### src/rtl/booth_mac_accum.sv
// booth_mac_accum: feeds operand pairs to a Booth multiplier and sums the products into a signed accumulator.
// Define BOOTH_MAC_TIMEOUT_EN to abandon a product after TIMEOUT WAIT cycles and raise err.
module booth_mac_accum #(
    parameter int W       = 16,
    parameter int ACC_W   = 40,
    parameter int CNT_W   = 8,
    parameter int TIMEOUT = 64
) (
    input  logic               clk,
    input  logic               rst_n,
    input  logic               in_valid,
    output logic               in_ready,
    input  logic [W-1:0]       in_a,
    input  logic [W-1:0]       in_b,
    input  logic               in_last,
    output logic               mul_start,
    output logic [W-1:0]       mul_a,
    output logic [W-1:0]       mul_b,
    input  logic               mul_done,
    input  logic [2*W-1:0]     mul_prod,
    output logic               acc_valid,
    input  logic               acc_ready,
    output logic [ACC_W-1:0]   acc_data,
    output logic [CNT_W-1:0]   acc_count,
    output logic               ovf,
    output logic               err
);
    typedef enum logic [2:0] {IDLE, ISSUE, WAIT, ACC, HOLD} state_t;
    state_t state;
    logic [W-1:0] a_r, b_r;
    logic last_r, first;
    logic [2*W-1:0] prod_r;
    logic [ACC_W-1:0] acc, pext, sum;
    logic [CNT_W-1:0] cnt;
`ifdef BOOTH_MAC_TIMEOUT_EN
    localparam int TW = $clog2(TIMEOUT + 1);
    logic [TW-1:0] wcnt;
`endif
    if (ACC_W < 2*W || TIMEOUT < 1) begin : g_bad_params
        $error("booth_mac_accum: ACC_W must be >= 2*W and TIMEOUT >= 1");
    end
    assign pext      = ACC_W'($signed(prod_r));
    assign sum       = acc + pext;
    assign mul_a     = a_r;
    assign mul_b     = b_r;
    assign acc_data  = acc;
    assign acc_count = cnt;
    always_ff @(posedge clk or negedge rst_n) begin
        if (!rst_n) begin
            state     <= IDLE;
            in_ready  <= 1'b1;
            mul_start <= 1'b0;
            acc_valid <= 1'b0;
            a_r       <= '0;
            b_r       <= '0;
            last_r    <= 1'b0;
            first     <= 1'b0;
            prod_r    <= '0;
            acc       <= '0;
            cnt       <= '0;
            ovf       <= 1'b0;
            err       <= 1'b0;
`ifdef BOOTH_MAC_TIMEOUT_EN
            wcnt      <= '0;
`endif
        end else begin
            case (state)
                IDLE: if (in_valid) begin
                    a_r       <= in_a;
                    b_r       <= in_b;
                    last_r    <= in_last;
                    in_ready  <= 1'b0;
                    mul_start <= 1'b1;
                    state     <= ISSUE;
                end
                ISSUE: begin
                    mul_start <= 1'b0;
                    first     <= 1'b1;
                    state     <= WAIT;
`ifdef BOOTH_MAC_TIMEOUT_EN
                    wcnt      <= '0;
`endif
                end
                WAIT: begin
                    first <= 1'b0;
                    // done seen in the first WAIT cycle is the previous operation's stale level
                    if (mul_done && !first) begin
                        prod_r <= mul_prod;
                        state  <= ACC;
                    end
`ifdef BOOTH_MAC_TIMEOUT_EN
                    else if (wcnt == TW'(TIMEOUT - 1)) begin
                        err       <= 1'b1;
                        acc_valid <= last_r;
                        in_ready  <= !last_r;
                        state     <= last_r ? HOLD : IDLE;
                    end else
                        wcnt <= wcnt + 1'b1;
`endif
                end
                ACC: begin
                    acc       <= sum;
                    cnt       <= &cnt ? cnt : cnt + 1'b1;
                    ovf       <= ovf | ((acc[ACC_W-1] == pext[ACC_W-1]) && (sum[ACC_W-1] != acc[ACC_W-1]));
                    acc_valid <= last_r;
                    in_ready  <= !last_r;
                    state     <= last_r ? HOLD : IDLE;
                end
                HOLD: if (acc_ready) begin
                    acc       <= '0;
                    cnt       <= '0;
                    ovf       <= 1'b0;
                    err       <= 1'b0;
                    acc_valid <= 1'b0;
                    in_ready  <= 1'b1;
                    state     <= IDLE;
                end
                default: state <= IDLE;
            endcase
        end
    end
endmodule

### config.mk
export PLATFORM = sky130hd
export DESIGN_NAME = booth_mac_accum
export DESIGN_NICKNAME = d
export VERILOG_FILES = /design/src/rtl/booth_mac_accum.sv
export SDC_FILE = /design/constraint.sdc
export NUM_CORES = 1
export LEC_CHECK = 0
export ABC_CLOCK_PERIOD_IN_PS = 2250
export BUFFER_PORTS_ARGS = -buffer_cell sky130_fd_sc_hd__buf_2
export CORE_ASPECT_RATIO = 0.5
export CORE_MARGIN = 3
export CORE_UTILIZATION = 50
export DETAILED_ROUTE_END_ITERATION = 7
export PLACE_DENSITY = 0.88
export RECOVER_POWER = 100
export SYNTH_ARGS = -nofsm -noshare
export SYNTH_HDL_FRONTEND = slang
export SYNTH_SLANG_ARGS = --single-unit
### constraint.sdc
create_clock -name clk -period 2.25 [get_ports clk]
set_input_delay 0.1125 -clock clk [delete_from_list [all_inputs] [get_ports clk]]
set_output_delay 0.1125 -clock clk [all_outputs]
set_load 0.01 [all_outputs]
==> flow_results.xml <==
<?xml version="1.0" encoding="UTF-8"?>
<metrics>
  <group name="outcome">
    <metric name="status" unit="">finished, violations left</metric>
    <metric name="failed_checks" unit="">DRC, setup timing</metric>
  </group>
  <group name="synth">
    <metric name="area_of_the_mapped_netlist" unit="um2">6920</metric>
    <metric name="synth-warning-count" unit="">0</metric>
    <metric name="async_reset_ff_share" unit="%">100</metric>
    <metric name="yosysSeqAreaShare" unit="%">43.8</metric>
    <metric name="netlist_top_cells_area" unit="">dfrtp_1, mux2_2, ha_1</metric>
    <metric name="synth-seq-cells" unit="">121</metric>
    <metric name="number_of_enable_flip_flop_cells_after_synthesis" unit="">0</metric>
    <metric name="post_synthesis_cells" unit="">695</metric>
    <metric name="synthDistinctLibCells" unit="">59</metric>
    <metric name="synth_top_cell_area_share" unit="%">43.4</metric>
    <metric name="synth.largest_area_cell" unit="">dfrtp_1</metric>
    <metric name="dominantRegCellSynth" unit="">dfrtp_1</metric>
    <metric name="postSynthAreaPerCell" unit="um2">9.95</metric>
    <metric name="synth_fp_nets" unit="">806</metric>
  </group>
  <group name="critical_path">
    <metric name="r2r-end" unit="">acc_data[37]$_DFFE_PN0P_</metric>
    <metric name="data_required_critical_path" unit="ps">2520</metric>
    <metric name="timing.critical_path.cells" unit="">ha_1, buf_4, a21o_1, a21o_1, a21oi_1, o21ai_0, a31oi_1, o21ai_2, xnor2_2, o21ai_1</metric>
    <metric name="crit_path_end_kind" unit="">flip-flop</metric>
    <metric name="critical_path.max_stage_delay" unit="ps">420</metric>
    <metric name="crit_type" unit="">flip-flop to flip-flop</metric>
    <metric name="setup.reg_to_reg.worst_slack" unit="ps">-710</metric>
    <metric name="cp_slowest_cell" unit="">dfrtp_1</metric>
    <metric name="critPathLaunchType" unit="">flip-flop</metric>
    <metric name="cp_data_arrival_time" unit="ps">3230</metric>
    <metric name="rr_startpoint" unit="">prod_r[30]$_DFFE_PN0P_</metric>
    <metric name="cp_max_fo" unit="">7</metric>
    <metric name="most_prevalent_standard_cell_on_the_critical_path" unit="">a21o_1</metric>
    <metric name="worst-r2r-cell-count" unit="">10</metric>
  </group>
  <group name="drt">
    <metric name="routed_via_density" unit="">6.89</metric>
    <metric name="tritonroute_pass_1_iters" unit="">8</metric>
    <metric name="post_drt_wl_per_cell" unit="um">27.2</metric>
    <metric name="vias" unit="">8744</metric>
    <metric name="drc" unit="">7</metric>
    <metric name="route.antenna.remaining_nets" unit="">0</metric>
    <metric name="wl" unit="um">34500</metric>
    <metric name="detailedRoute.firstIterationViolations" unit="">1347</metric>
  </group>
  <group name="floorplan">
    <metric name="die_height" unit="um">89.2</metric>
    <metric name="standard_cell_row_count" unit="">29</metric>
    <metric name="die-width" unit="um">172</metric>
    <metric name="starting_density" unit="%">52.8</metric>
    <metric name="top_level_ports" unit="">155</metric>
    <metric name="overall_die_area" unit="um2">15400</metric>
    <metric name="core_area" unit="um2">13100</metric>
  </group>
  <group name="hold_path">
    <metric name="min_delay_path_depth" unit="">3</metric>
    <metric name="timing.hold.worst_endpoint" unit="">mul_start$_DFFE_PN0P_</metric>
    <metric name="hp-class" unit="">primary input to flip-flop</metric>
    <metric name="hold_start" unit="">in_valid</metric>
  </group>
  <group name="sta">
    <metric name="timing.final.hold_violations" unit="">0</metric>
    <metric name="finalCriticalPeriod" unit="ps">2960</metric>
    <metric name="min_period_over_period" unit="%">131</metric>
    <metric name="relative_slew_slack" unit="%">20.4</metric>
    <metric name="finalWorstSetupSlack" unit="ps">-705</metric>
    <metric name="number_of_setup_violations_in_the_final_report" unit="">63</metric>
    <metric name="worstMarginPinSlew" unit="ps">1190</metric>
    <metric name="skew" unit="ps">19.5</metric>
    <metric name="max_slew_vio_count" unit="">0</metric>
    <metric name="timing.fmax" unit="GHz">0.338</metric>
    <metric name="rsz0062_at_grt" unit="">true</metric>
  </group>
  <group name="place">
    <metric name="numPortBuffers" unit="">153</metric>
    <metric name="hpwlAfterDp" unit="um">14800</metric>
    <metric name="gp_routability_congestion" unit="">0.920</metric>
    <metric name="place_worst_setup_slack" unit="ps">-330</metric>
  </group>
  <group name="clock_network">
    <metric name="worst_setup_hold_path_clk_slew" unit="ps">60</metric>
    <metric name="cts_inserted_buffers" unit="">17</metric>
    <metric name="h-tree-depth" unit="">4</metric>
    <metric name="maximum_buffer_depth_of_the_clock_tree" unit="">2</metric>
    <metric name="cts.sink_count" unit="">121</metric>
    <metric name="cts_tree" unit="">yes</metric>
    <metric name="root_buffer" unit="">clkbuf_16</metric>
    <metric name="clock_insertion_delay_worst_skew" unit="ps">440</metric>
  </group>
  <group name="cells_and_area">
    <metric name="post_route_cells_drive_above_1_share" unit="%">42.7</metric>
    <metric name="num-nets-final" unit="">1181</metric>
    <metric name="fillers" unit="">611</metric>
    <metric name="area_delta_synth_final" unit="%">59.7</metric>
  </group>
  <group name="global_route">
    <metric name="grt_start_max_net_pins" unit="">46</metric>
    <metric name="grt_overflow" unit="">0</metric>
    <metric name="track_usage" unit="%">37.8</metric>
    <metric name="wire_length_of_the_first_global_routing_pass" unit="um">44400</metric>
    <metric name="number_of_global_route_vias_before_repair" unit="">8400</metric>
    <metric name="antenna_found_initial" unit="">2</metric>
  </group>
  <group name="run">
    <metric name="maxCapViolations" unit="">0</metric>
  </group>
</metrics>
[flip-flops by register name (all words and copies together) (netlist names)]
name       count
acc_data      40
prod_r        32
mul_a         16
mul_b         16
acc_count      8
state          3
acc_valid      1
first          1
in_ready       1
last_r         1
mul_start      1
ovf            1
[critical path: cells and delay by family, from the launching register on]
kind,cells,cell delay [ps]
AOI/OAI and AO/OA,7,1510
DFF,1,420
xor gates and xnor gates,1,350
adders and majority gates,1,330
buffers and inverters,1,190
[through the flow]
step           instance area, um2  TNS [ps]  instances  util, %  hold WS [ps]
6_report                    11000    -14510       1270     84.3          1.57
4_1_cts                     10700     -2980       1254     81.7          5.11
2_1_floorplan                6970      -672        695        -          -183
3_3_place_gp                 8960     -3630       1141     68.4           147
3_5_place_dp                 8960     -4840       1141     68.4           162
5_1_grt                     11000    -19490       1269     84.3          65.4
[final cells by class]
cell class	instances	area, um2	share of cell area (%)
Antenna cell	1	2.50	0.0227
Clock buffer	18	429	3.89
Clock inverter	14	163	1.47
Inverter	17	63.8	0.578
Multi-Input combinational cell	516	4420	40.0
Sequential cell	121	3030	27.4
Tap cell	186	233	2.11
Timing Repair Buffer	397	2700	24.4
[cells in the final DEF (no fill, tap or decap), types with 11 or more instances in the layout]
master / synthesis / routed
buf_4: 5 / 136
dfrtp_1: 120 / 119
buf_2: 8 / 90
clkbuf_1: 27 / 74
dlygate4sd3_1: 0 / 69
mux2_2: 64 / 63
nand2_1: 56 / 51
nand3_1: 39 / 34
a21oi_1: 46 / 29
o21ai_1: 15 / 28
o21ai_0: 49 / 26
nor2_1: 32 / 24
ha_1: 40 / 22
xnor2_1: 23 / 18
clkbuf_16: 0 / 17
a21o_1: 17 / 16
ha_4: 0 / 16
inv_1: 16 / 15
xor2_1: 13 / 13
buf_6: 0 / 12
a21oi_2: 1 / 11
clkbuf_4: 0 / 11
[worst max path at each step]
stage,startpoint,end
floorplan,acc_data[20]$_DFFE_PN0P_,acc_data[39]$_DFFE_PN0P_
global placement,prod_r[0]$_DFFE_PN0P_,acc_data[30]$_DFFE_PN0P_
detailed placement,prod_r[0]$_DFFE_PN0P_,acc_data[30]$_DFFE_PN0P_
CTS,acc_data[17]$_DFFE_PN0P_,acc_data[39]$_DFFE_PN0P_
global route,acc_data[3]$_DFFE_PN0P_,acc_data[38]$_DFFE_PN0P_
finish,prod_r[30]$_DFFE_PN0P_,acc_data[37]$_DFFE_PN0P_
[cells in the mapped netlist, drive strengths merged, types with 8 or more instances]
cell type and n:
a21o 17, a21oi 47, a31oi 10, and3 8
buf 14, clkbuf 27, dfrtp 120, ha 40
inv 17, mux2 65, nand2 56, nand3 39
nand4 10, nor2 32, nor3 8, o21ai 65
xnor2 23, xor2 13
[metal layers]
metal / up-vias / part of all wire (%) / GRT usage (%) / routed length (um)
met5: - / 0 / 0 / 0
met4: 0 / 11 / 28.6 / 3860
met3: 433 / 14 / 12.2 / 4820
met2: 1035 / 41 / 61.2 / 14300
met1: 4003 / 33 / 42.8 / 11500
li1: 3273 / - / - / -
[logic make-up (layout without fill, tap and decap cells)]
family | after synthesis | in the layout | synth area share (%)
DFF | 121 | 121 | 43.8
and+or+nand+nor | 185 | 185 | 13.1
other | 1 | 2 | 0.0542
xor gates and xnor gates | 36 | 36 | 4.56
adders and majority gates | 41 | 41 | 7.53
AOI/OAI and AO/OA | 183 | 183 | 16.0
muxes | 70 | 70 | 11.4
buffers and inverters | 58 | 446 | 3.56
[what timing repair did]
action / CTS / global route
endpoints found under the setup margin: 25 / 32
buffers inserted: 12 / 15
pin swaps: 41 / 37
hold endpoints to repair: 107 / 0
resized for setup: 71 / 84
hold buffers: 69 / 0
Power is left out: the tool's default activity adds up to more than one toggle a clock period on the data nets, which glitch-free logic cannot reach.
